<file path="config.mk">
export PLATFORM = sky130hd
export DESIGN_NAME = superh16_icache_refill_ctrl
export DESIGN_NICKNAME = d
export VERILOG_FILES = /design/src/rtl/superh16_icache_refill_ctrl.sv
export SDC_FILE = /design/constraint.sdc
export NUM_CORES = 1
export LEC_CHECK = 0
export CAP_MARGIN = 5
export CELL_PAD_IN_SITES_DETAIL_PLACEMENT = 1
export CELL_PAD_IN_SITES_GLOBAL_PLACEMENT = 1
export CORE_AREA = 3 3 327 329
export CTS_BUF_LIST = sky130_fd_sc_hd__clkbuf_2
export CTS_CLUSTER_DIAMETER = 30
export DETAILED_ROUTE_END_ITERATION = 10
export DIE_AREA = 0 0 330 332
export PLACE_DENSITY = 0.56
export SLEW_MARGIN = 20
export SYNTH_ARGS = -nofsm -noshare
export SYNTH_HDL_FRONTEND = slang
export SYNTH_SLANG_ARGS = --single-unit
</file>
<file path="constraint.sdc">
create_clock -name clk -period 3.5 [get_ports clk]
set_clock_uncertainty 0.05 [all_clocks]
set_input_delay 0.525 -clock clk [delete_from_list [all_inputs] [get_ports clk]]
set_output_delay 0.525 -clock clk [all_outputs]
set_load 0.03 [all_outputs]
</file>
<file path="src/rtl/superh16_icache_refill_ctrl.sv">
// I-cache refill controller: one outstanding demand miss, line-aligned L2 read,
// beat assembly into a full line, single-cycle fill strobe and replay/fault pulse.
module superh16_icache_refill_ctrl #(
  parameter int VADDR_WIDTH = 64,
  parameter int LINE_BYTES  = 64,
  parameter int BEAT_BITS   = 128
) (
  input  logic                      clk,
  input  logic                      rst_n,
  input  logic                      i_miss_valid,
  input  logic [VADDR_WIDTH-1:0]    i_miss_addr,
  output logic                      o_miss_ready,
  input  logic                      i_flush,
  output logic                      o_l2_req_valid,
  output logic [VADDR_WIDTH-1:0]    o_l2_req_addr,
  input  logic                      i_l2_req_ready,
  input  logic                      i_l2_rsp_valid,
  input  logic [BEAT_BITS-1:0]      i_l2_rsp_data,
  input  logic                      i_l2_rsp_err,
  output logic                      o_fill_valid,
  output logic [VADDR_WIDTH-1:0]    o_fill_addr,
  output logic [LINE_BYTES*8-1:0]   o_fill_data,
  output logic                      o_refill_done,
  output logic                      o_refill_err,
  output logic                      o_busy
);

  localparam int LINE_BITS = LINE_BYTES * 8;
  localparam int NBEATS    = LINE_BITS / BEAT_BITS;
  localparam int BEAT_W    = (NBEATS > 1) ? $clog2(NBEATS) : 1;
  localparam logic [BEAT_W-1:0]      LAST_BEAT = BEAT_W'(NBEATS - 1);
  localparam logic [VADDR_WIDTH-1:0] LINE_MASK = ~(VADDR_WIDTH'(LINE_BYTES - 1));

  typedef enum logic [1:0] {
    S_IDLE = 2'd0,
    S_REQ  = 2'd1,
    S_DATA = 2'd2,
    S_FILL = 2'd3
  } state_t;

  state_t                  r_state;
  state_t                  w_state_nxt;
  logic [VADDR_WIDTH-1:0]  r_addr;
  logic [BEAT_W-1:0]       r_beat;
  logic                    r_squash;
  logic                    r_err;
  logic [LINE_BITS-1:0]    r_line;
  logic                    w_accept;
  logic                    w_squash;

  // A flush arriving in the FILL cycle itself must still suppress the replay pulse.
  assign w_squash = r_squash | i_flush;
  assign w_accept = i_miss_valid & o_miss_ready;

  always_ff @(posedge clk or negedge rst_n) begin
    if (!rst_n) begin
      r_state <= S_IDLE;
    end else begin
      r_state <= w_state_nxt;
    end
  end

  always_comb begin
    w_state_nxt    = r_state;
    o_miss_ready   = 1'b0;
    o_l2_req_valid = 1'b0;
    o_fill_valid   = 1'b0;
    o_refill_done  = 1'b0;
    o_refill_err   = 1'b0;
    case (r_state)
      S_IDLE: begin
        o_miss_ready = ~i_flush;
        if (i_miss_valid && !i_flush) begin
          w_state_nxt = S_REQ;
        end else begin
          w_state_nxt = S_IDLE;
        end
      end
      S_REQ: begin
        o_l2_req_valid = 1'b1;
        if (i_l2_req_ready) begin
          w_state_nxt = S_DATA;
        end else begin
          w_state_nxt = S_REQ;
        end
      end
      S_DATA: begin
        if (i_l2_rsp_valid && (r_beat == LAST_BEAT)) begin
          w_state_nxt = S_FILL;
        end else begin
          w_state_nxt = S_DATA;
        end
      end
      S_FILL: begin
        o_fill_valid  = ~r_err;
        o_refill_done = ~w_squash & ~r_err;
        o_refill_err  = ~w_squash & r_err;
        w_state_nxt   = S_IDLE;
      end
      default: begin
        w_state_nxt = S_IDLE;
      end
    endcase
  end

  // Address capture, beat assembly and the sticky squash/error flags.
  always_ff @(posedge clk or negedge rst_n) begin
    if (!rst_n) begin
      r_addr   <= '0;
      r_beat   <= '0;
      r_squash <= 1'b0;
      r_err    <= 1'b0;
      r_line   <= '0;
    end else begin
      case (r_state)
        S_IDLE: begin
          r_squash <= 1'b0;
          r_err    <= 1'b0;
          if (w_accept) begin
            r_addr <= i_miss_addr & LINE_MASK;
          end
        end
        S_REQ: begin
          if (i_flush) begin
            r_squash <= 1'b1;
          end
          if (i_l2_req_ready) begin
            r_beat <= '0;
          end
        end
        S_DATA: begin
          if (i_flush) begin
            r_squash <= 1'b1;
          end
          if (i_l2_rsp_valid) begin
            r_line[r_beat*BEAT_BITS +: BEAT_BITS] <= i_l2_rsp_data;
            r_err <= r_err | i_l2_rsp_err;
            if (r_beat == LAST_BEAT) begin
              r_beat <= '0;
            end else begin
              r_beat <= r_beat + BEAT_W'(1);
            end
          end
        end
        S_FILL: begin
          r_squash <= 1'b0;
          r_err    <= 1'b0;
          r_beat   <= '0;
        end
        default: begin
          r_beat <= '0;
        end
      endcase
    end
  end

  assign o_l2_req_addr = r_addr;
  assign o_fill_addr   = r_addr;
  assign o_fill_data   = r_line;
  assign o_busy        = (r_state != S_IDLE);

endmodule

</file>
; Word-level counts from Yosys, hierarchy flattened
; Cells that the tools add are included.
[word_totals]
ff_bits = 576
word_cells = 56
[op_classes]
n_bitwise = 8
n_addsub = 2
mux = 18
shifts = 2
n_eq_ne = 7
reduce_logical = 13
[op_table]
columns = operator, count
row1 = 512-bit bitwise mux, 1
row2 = "128-bit by 34-bit variable shift with 512-bit output, first input constant", 1
row3 = 128-bit by 34-bit variable part select with 512-bit output, 1
row4 = 9-bit negation with 34-bit output, 1
row5 = 1-bit 2-to-1 mux, 9
row6 = 2-bit 2-to-1 mux, 4
row7 = 2-bit case mux with 4 select lines, 1
row8 = "2-bit equality test, second input constant", 3
row9 = 2-bit case mux with 3 select lines, 1
row10 = 2-bit AND reduction, 3
row11 = "2-bit inequality test, second input constant", 2
row12 = 1-bit case mux with 2 select lines, 2
row13 = 2-bit nonzero test, 2
row14 = 2-bit OR reduction, 2
row15 = 1-bit bitwise AND, 3
row16 = 1-bit inverter, 3
row17 = 3-bit AND reduction, 1
row18 = 3-bit nonzero test, 1
row19 = "2-bit by 1-bit adder with 2-bit output, second input constant", 1
row20 = "2-bit by 1-bit equality test with 1-bit output, second input constant", 1
row21 = 1-bit logical AND, 2
row22 = 2-bit logical NOT, 1
row23 = "2-bit by 1-bit inequality test with 1-bit output, second input constant", 1
row24 = 1-bit bitwise OR, 2
row25 = 1-bit logical NOT, 1

; Logic depth before layout (Yosys ltp)
[depth]
ltp_word = 4
depth_mapped = 8
depth_no_buf = 5

; Least setup slack after synthesis
; No wires, ideal clock.
[synth_timing]
path_kind = register to output
start = register r_state[0]
end = output port o_refill_done
n_path_buf = 0
path_stages_with_launch = 4
required_ns = 2.925
path_slack_ns = 1.080
t_arrival_ns = 1.845
cell_sequence = dfrtp_1 > ha_1 > nor2b_1 > nor3b_1
[synth_via]
elab_chain_cells = 2
[synth_lines]
columns = item, line
row1 = from (decl), 41  ; state_t r_state;
row2 = from (signal assigned), 59  ; r_state <= w_state_nxt;
row3 = 2-bit equality test, 70  ; case (r_state)
row4 = 1-bit 2-to-1 mux, 70
row5 = to (decl), 23  ; output logic o_refill_done,
; No other way between the ends.

==> metrics.txt <==
post-synthesis sequential area ratio 65.8%; status completed; antenna viol nets, final 0; TritonCTS clock tree built; total design power 23.0 mW; site row count 118; Max VDD drop 453 uV; Congestion Overflow GR 0; Seq cells post-synth 576; clock net sink count 576; Synth Area in Compound Gates 17.4%; initial antenna violation count 7; clk slew on worst S/H paths 100 ps; Post-Synthesis Cells 1762; Vias/cell 4.36; Final setup viols 0; reg2reg start r_beat[0]$_DFFE_PN0P_; post-synthesis cell type count 33; post-synth top area share 65.8%; Post CTS Setup Buffer Count 0; num ports 845; GRT Total Usage 18.6%; vias 19286; CTS Buf Count 178; Core Region 104000 um2; Worst Tran Pin Value 1140 ps; vias in the first global route 21723; pin count of the biggest net entering global routing 129; worst skew pair latency 1380 ps; fmax 0.312 GHz; fin util 34.6%; die area 110000 um2; relative slew slack 23.9%; # port buffers 826; WP buf/inv 2; CP max stage delay 470 ps; CTS Buffer Depth 3; Final Hold Vio Count 0; CP top delay family buffers and inverters; Synth Area in Adders 0.629%; post-synthesis mux area share 3.07%; Worst Hold Class primary input to flip-flop; dpl cells 3817; share of layout cells above drive strength 1 14.5%; pwr/cell area 641 nW/um2; Avg WL per Cell 23.4 um; worst setup path class flip-flop to output port; Pleak 15.4 nW; routed wire length 104 mm; Crit path arrival time 2630 ps; Hold Crit Start i_l2_rsp_data[82]; half-perimeter wire length after placement 69.4 mm; Initial DRT Pass Iterations 5; syn_area_per_cell 12.4 um2; Die Span Y 332 um; first-pass GRT wire length 151 mm; XOR/XNOR Fraction of Synth Area 0%; Slew Viols, Final 0; critical-path cell list inv_1 > ha_1 > dlygate4sd2_1; P&R area growth vs syn 64.0%; die width 330 um; cell type with the largest total area after synthesis dfrtp_1; crit end category output port; simple-gate share of the synthesized area 7.73%; Final Critical Period 3210 ps; Warnings, synthesis 0; gpl congestion 0.807; fin crit share 91.6%; NumNets Final 3105; dominant combinational cell family by area after synthesis compound AO/OA/AOI/OAI gates; number of remaining DRC errors 0; Initial Util 21.1%; Cell Count, Final, Fillers Out 4423; WP data required 2920 ps; cell area after synthesis 21900 um2; largest cells by area after synthesis dfrtp_1 (66%), a22o_1 (11%), nand2_1 (5.4%), o21ai_0 (4.3%), mux2_2 (3.0%); CTS H-tree depth 4; Worst setup SP type flip-flop; crit path max fanout 5; Slowest cell on crit path dlygate4sd2_1; clk root buf clkbuf_2; max-cap violation count 0; Iteration-0 DRC Markers 897; r2r setup slk 470 ps
## power breakdown
part | internal, mW | leakage [nW] | switching (mW)
Clock | 2.27 | 1.25 | 3.20
Combinational | 3.91 | 6.54 | 5.05
Sequential | 7.78 | 7.65 | 0.811
Total | 14.0 | 15.4 | 9.05
## state kept, by name (all words and copies together), names as in the netlist, named ones only
signal,flops
o_fill_data,512
r_state,1
o_fill_addr,58
r_beat,2
r_squash,1
r_err,1
## synthesized netlist by cell type
| cell | count |
|---|---|
| nor2_1 | 1 |
| buf_2 | 29 |
| dfrtp_1 | 576 |
| nand3_1 | 6 |
| nor4_4 | 1 |
| o21ai_2 | 48 |
| nor3_1 | 2 |
| conb_1 | 1 |
| nor2b_1 | 5 |
| o21a_1 | 1 |
| nor4b_2 | 1 |
| o21ai_0 | 190 |
| and3_1 | 2 |
| mux2_2 | 58 |
| o21ai_1 | 2 |
| nor4b_1 | 1 |
| clkbuf_1 | 81 |
| buf_6 | 12 |
| mux2i_1 | 2 |
| o32a_1 | 1 |
| buf_1 | 6 |
| inv_2 | 1 |
| nand3b_1 | 1 |
| buf_8 | 1 |
| a31oi_1 | 1 |
| inv_1 | 4 |
| ha_1 | 11 |
| nand2_1 | 315 |
| nand2b_1 | 55 |
| or4_4 | 1 |
| a22o_1 | 274 |
| nor3b_1 | 2 |
| buf_4 | 70 |
## tightest hold or removal path: cells and delay by family
kind                   cells  cell delay, ps
AOI/OAI and AO/OA          1             130
buffers and inverters      2            1040
## cell usage in the layout (no fill, tap or decap), types with 5 or more instances in the layout
cell,instances
a22o_1,274
buf_12,19
clkbuf_2,237
conb_1,12
buf_4,20
bufinv_16,5
o21ai_0,190
clkinv_2,24
nand2b_1,55
nand3_4,5
clkinv_4,5
mux2_2,58
clkdlybuf4s50_1,819
ha_1,10
clkinv_1,43
dlygate4sd3_1,277
diode_2,10
nand2_1,314
o21ai_2,48
dfrtp_1,576
## routing by layer
metal / up-vias / track usage [%] / share of wire, %
met5: - / 0 / 0.013
met4: 2 / 7.12 / 3.3
met3: 178 / 5.51 / 6.8
met2: 694 / 33.6 / 52
met1: 9962 / 20.3 / 37
li1: 8450 / - / -
## worst paths after layout
kind / cells past startpoint / endpoint
setup / recovery: 3 / o_l2_req_valid
hold / removal: 3 / o_fill_data[82]$_DFFE_PN0P_
setup reg to reg: 6 / o_fill_data[231]$_DFFE_PN0P_
hold reg to reg: 2 / o_fill_data[488]$_DFFE_PN0P_
max in group asynchronous: 5 / o_fill_data[98]$_DFFE_PN0P_
min in group asynchronous: 4 / o_fill_data[317]$_DFFE_PN0P_
## cell type report
| class | count | area, um2 |
|---|---|---|
| diodes | 10 | 25.0 |
| clock buffers | 237 | 1190 |
| clock inverters | 81 | 494 |
| fillers | 11396 | 67900 |
| inverters | 5 | 18.8 |
| multi-input cells | 993 | 6450 |
| flip-flops and latches | 576 | 14400 |
| well taps | 1380 | 1730 |
| repair buffers | 1141 | 11600 |
## per-stage QoR
| stage | setup slack [ps] | instance area, um2 | TNS [ps] | hold WS (ps) |
|---|---|---|---|---|
| 4_1_cts | 13.5 | 35900 | 0 | 0.341 |
| 3_3_place_gp | 458 | 31400 | 0 | 413 |
| 2_1_floorplan | 1080 | 21900 | 0 | 179 |
| 6_report | 293 | 35900 | 0 | 272 |
| 3_5_place_dp | 361 | 31400 | 0 | 417 |
| 5_1_grt | -51.4 | 35900 | -78.0 | 32.7 |
## kinds of logic (layout without fill, tap and decap cells)
family | after synthesis | in the layout
AND/OR/NAND/NOR | 393 | 393
buffers and inverters | 204 | 1464
other | 1 | 22
multiplexers | 60 | 60
AO/OA/AOI/OAI | 517 | 517
adder cells (fa/ha/maj) | 11 | 11
flip-flops | 576 | 576
## timing repair
item,4_1_cts,5_1_grt
setup endpoints to repair,6,1
resized for setup,27,1
endpoints found under the hold margin,1151,0
hold buffers,278,0
Power figures use the tool's default switching activity.
==> patch 1: new RTL, same settings <==
Re-encode `state_t` (4 states) as Gray code, 2 bits wide.
--- a/src/rtl/superh16_icache_refill_ctrl.sv
+++ b/src/rtl/superh16_icache_refill_ctrl.sv
@@ -34,6 +34,6 @@
   typedef enum logic [1:0] {
-    S_IDLE = 2'd0,
-    S_REQ  = 2'd1,
-    S_DATA = 2'd2,
-    S_FILL = 2'd3
+    S_IDLE = 2'b00,
+    S_REQ  = 2'b01,
+    S_DATA = 2'b11,
+    S_FILL = 2'b10
   } state_t;
Behaviour: no difference found for any inputs over 4 cycles, from zero or initial values and one cycle with rst_n low; so few cycles prove little.
==> patch 1 against the original RTL <==
Setup slack better by 0.0080 ns; area after synthesis down 1.8%; total power up 12%; core utilization down 1.2 points; routed wire length down 4.5%; sequential cell count unchanged; combinational power up 28%; die area unchanged; cell area down 3.3%; via count down 3.1%; highest routed layer is now met4.
==> patch 1: results (changes against the original RTL) <==
- Layout cell share with drive strength beyond 1: 13.8% (-0.66 points)
- CP top delay family: simple AND/OR/NAND/NOR gates
- Top post-synthesis cells by area: dfrtp_1, a22o_1, nand2_1, mux2_2, o21ai_0
- Clock network area share: 4.52% (-0.16 points)
- DR iter-0 viols: 791 (-12%)
- Pleak: 15.5 nW (+0.13%)
- Antenna violations before repair: 3 (-4)
- Non-clock inverters: 3 (-2)
- Min-delay src: i_miss_valid
- GR Util All Layers: 17.6% (-0.95 points)
- Total CTS buffers: 176 (-1.1%)
- Peak VDD IR: 0.543 mV (+20%)
- Post-placement cell count: 3714 (-2.7%)
- Clk. pwr: 5.23 mW (-4.4%)
- Critical-path maximum fanout: 3 (-2)
- GR Util met3: 5.66% (+0.15 points)
- Post-DR wirelength/cell: 23.4 um (-0.25%)
- Number of non-clock buffers: 1079 (-5.4%)
- Non-clock buffering overhead: 31.5% (-0.79 points)
- P_seq: 9.07 mW (+5.6%)
- Nets@finish: 2922 (-5.9%)
- Clkbuf count: 242 (+2.1%)
- Multi-input logic area: 6030 um2 (-6.4%)
- Register area: 14400 um2 (about the same)
- Status: complete, no violations
- Clock-pin slew on the worst setup and hold paths: 0.08 ns (-0.02 ns)
- Met1 Routed Length: 38.1 mm (-1.8%)
- Cells after Synth: 1652 (-6.2%)
- Ant diodes: 9 (-1)
- Placement Setup Slack: 0.365 ns (+0.00466 ns)
- RR Endpoint: o_fill_data[144]
- Min Hold Slack: 0.254 ns (-0.0183 ns)
- CP max-delay cell: dfrtp_1
- Seq/Total Area, Yosys: 67.0% (+1.2 points)
- Cell variety after synth: 35 (+6.1%)
- Drt via density: 4.41 (+1.2%)
- Vias in the first global route: 21100 (-3.1%)
- DP Wirelength: 66.7 mm (-3.9%)
- # fillers: 11400 (+0.079%)
[patch 1: cells by family after synthesis]
group                      after synthesis  share of synthesized area [%]
DFF                                    576                           67.0
AOI/OAI and AO/OA                      519                           18.8
and+or+nand+nor                        285                           5.37
buffers and inverters                  206                           5.32
muxes                                   59                           3.08
adders and majority gates                6                          0.349
other                                    1                         0.0174
[patch 1: what timing repair did]
action	in CTS	in global routing
setup buffers	2	0
resized for setup	17	2
pin swaps	0	1
hold buffers	203	0
endpoints found under the setup margin	5	1
endpoints found under the hold margin	1152	0
[patch 1: worst max-delay path by stage]
stage               slack [ns]        from            end  cells after the start
floorplan                 1.11  r_state[0]   o_refill_err                      3
global placement          0.39     i_flush  o_refill_done                      3
detailed placement        0.37     i_flush  o_refill_done                      3
CTS                      -0.04  r_state[0]  o_refill_done                      3
global route             -0.05  r_state[0]  o_refill_done                      3
finish                    0.30  r_state[0]   o_refill_err                      3
==> patch 2: new RTL, same flow settings <==
Made on the original files. Change the parameter `VADDR_WIDTH` from 64 to 60.
--- a/src/rtl/superh16_icache_refill_ctrl.sv
+++ b/src/rtl/superh16_icache_refill_ctrl.sv
@@ -3,3 +3,3 @@
 module superh16_icache_refill_ctrl #(
-  parameter int VADDR_WIDTH = 64,
+  parameter int VADDR_WIDTH = 60,
   parameter int LINE_BYTES  = 64,
Interface: changed (resized i_miss_addr, o_fill_addr and o_l2_req_addr); port bits go from 845 to 833. No check against the original RTL was run, so the function may have changed too.
==> patch 2 against the original RTL <==
Combinational power fell by 2.8%; setup slack lost 0.034 ns; die area unchanged; area after synthesis shrank 0.80%; core utilization up 0.072 points; routed wire length up 1.4%; count of clock-buffer cells in the layout rose by 13; total power shrank 2.0%; synthesized cell count decreased by 0.74%; fmax fell by 1.1%; cell area increased by 0.21%; worst hold slack better by 0.018 ns; sequential cell count is 4 lower; critical path type unchanged.
==> patch 2: results (changes against the original RTL) <==
- Status: complete, no violations
- Critical path arrival: 2.67 ns (+0.04 ns)
- YS warnings: 0 (unchanged)
- Pleak: 15.5 nW (+0.37%)
- Nets@finish: 3118 (+0.42%)
- CP top delay family: buffers and inverters
- Placed inst area: 31200 um2 (-0.56%)
- Min-delay worst type: input port to register
- Starting density of the core: 20.9% (-0.17 points)
- Total CTS buffers: 176 (-1.1%)
- Largest stage delay, worst path: 0.76 ns (+0.29 ns)
- Pin count of the biggest net entering global routing: 129 (unchanged)
- CTS Buffer Depth: 3 (unchanged)
- 1st-pass router iterations: 5 (unchanged)
- Vias in the first global route: 22000 (+1.2%)
- Most used flip-flop cell after synthesis: dfrtp_1
- Commonest cells in the netlist: dfrtp_1, nand2_1, a22o_1, o21ai_0, clkbuf_1
- Seq/Total Area, Yosys: 65.9% (+0.070 points)
- Cell variety after synth: 33 (unchanged)
- Antenna violations before repair: 11 (+4)
- Root Driver: clkbuf_2
- Port bufs: 814 (-1.5%)
- CP max-delay cell: clkdlybuf4s50_1
- Top post-synthesis cells by area: dfrtp_1, a22o_1, nand2_1, o21ai_0, mux2_2
- Post-placement cell count: 3804 (-0.34%)
- Clock-pin slew on the worst setup and hold paths: 0.14 ns (+0.04 ns)
- DP Wirelength: 70.5 mm (+1.5%)
- Gp weighted congestion: 0.799 (-0.97%)
- Layout cell share with drive strength beyond 1: 14.8% (+0.28 points)
- Critical-path maximum fanout: 3 (-2)
- Cells after Synth: 1749 (-0.74%)
- Fin cells: 4439 (+0.36%)
- Post-DR wirelength/cell: 23.7 um (+1.0%)
- Number of flip-flops in the largest register: 512 (unchanged)
- H-tree levels: 4 (unchanged)
- Share of flip-flops with an asynchronous set or reset: 100% (unchanged)
- Worst-Skew Late Latency: 1.43 ns (+0.05 ns)
- # fillers: 11500 (+0.51%)
- GR Util All Layers: 18.9% (+0.31 points)
- Peak VDD IR: 0.397 mV (-12%)
- Slew margin rel.: 35.6% (+12 points)
- First-pass GRT wire length: 153 mm (+1.4%)
- Final setup viols: 0 (unchanged)
- Drt via density: 4.39 (+0.73%)
- Placement Setup Slack: 0.599 ns (+0.239 ns)
- DR iter-0 viols: 834 (-7.0%)
patch 2: layer usage:
| layer | track usage [%] | wire length, um | up-vias |
|---|---|---|---|
| met3 | 6.89 | 8390 | 208 |
| li1 | - | - | 8479 |
| met1 | 21.1 | 40200 | 10100 |
| met2 | 31.9 | 52100 | 754 |
| met4 | 8.68 | 4400 | 4 |
| met5 | 0 | 27 | - |
patch 2: area by class of cell:
cell class / count / share of cell area [%]
Sequential cell: 572 / 39.8
Timing Repair Buffer: 1168 / 33.0
Multi-Input combinational cell: 989 / 17.8
Tap cell: 1380 / 4.80
Clock buffer: 250 / 3.48
Clock inverter: 66 / 0.981
Antenna cell: 9 / 0.0626
Inverter: 5 / 0.0522
patch 2: timing repair:
| item | in CTS | in global routing |
|---|---|---|
| hold buffers | 309 | 0 |
| setup endpoints to repair | 9 | 2 |
| setup buffers | 1 | 0 |
| endpoints found under the hold margin | 1144 | 0 |
| resized for setup | 31 | 3 |
patch 2: path summary, 6_finish.rpt:
| path | start | endpoint | slack [ns] | depth (start not counted) |
|---|---|---|---|---|
| worst min register to register | o_fill_data[167] | o_fill_data[167] | 0.43 | 2 |
| max in group asynchronous | rst_n | o_fill_data[416] | 2.07 | 6 |
| min in group asynchronous | rst_n | o_fill_data[235] | 0.37 | 4 |
| worst max-delay path | o_fill_addr[20] | o_fill_addr[20] | 0.26 | 1 |
| worst max register to register | r_beat[0] | o_fill_data[199] | 0.63 | 6 |
| worst min-delay path | i_miss_addr[44] | o_fill_addr[44] | 0.29 | 3 |
patch 2: logic make-up (layout without fill, tap and decap cells):
| logic type | Yosys count | count (layout) | share of synthesized area (%) |
|---|---|---|---|
| multiplexers | 56 | 56 | 2.89 |
| buffers and inverters | 199 | 1489 | 5.23 |
| other | 1 | 21 | 0.0173 |
| AND/OR/NAND/NOR | 393 | 393 | 7.80 |
| adder cells (fa/ha/maj) | 11 | 11 | 0.634 |
| AO/OA/AOI/OAI | 517 | 517 | 17.5 |
| flip-flops | 572 | 572 | 65.9 |
patch 2: where the power goes:
part	switching [mW]	internal (mW)
registers	0.828	7.72
clock network	3.20	2.11
logic	4.95	3.74
patch 2: per-stage QoR:
| step | utilization [%] | TNS, ns |
|---|---|---|
| floorplan | - | 0 |
| global route | 34.7 | -0.0165 |
| detailed placement | 30.1 | 0 |
| global placement | 30.1 | 0 |
| finish | 34.7 | 0 |
| CTS | 34.6 | 0 |
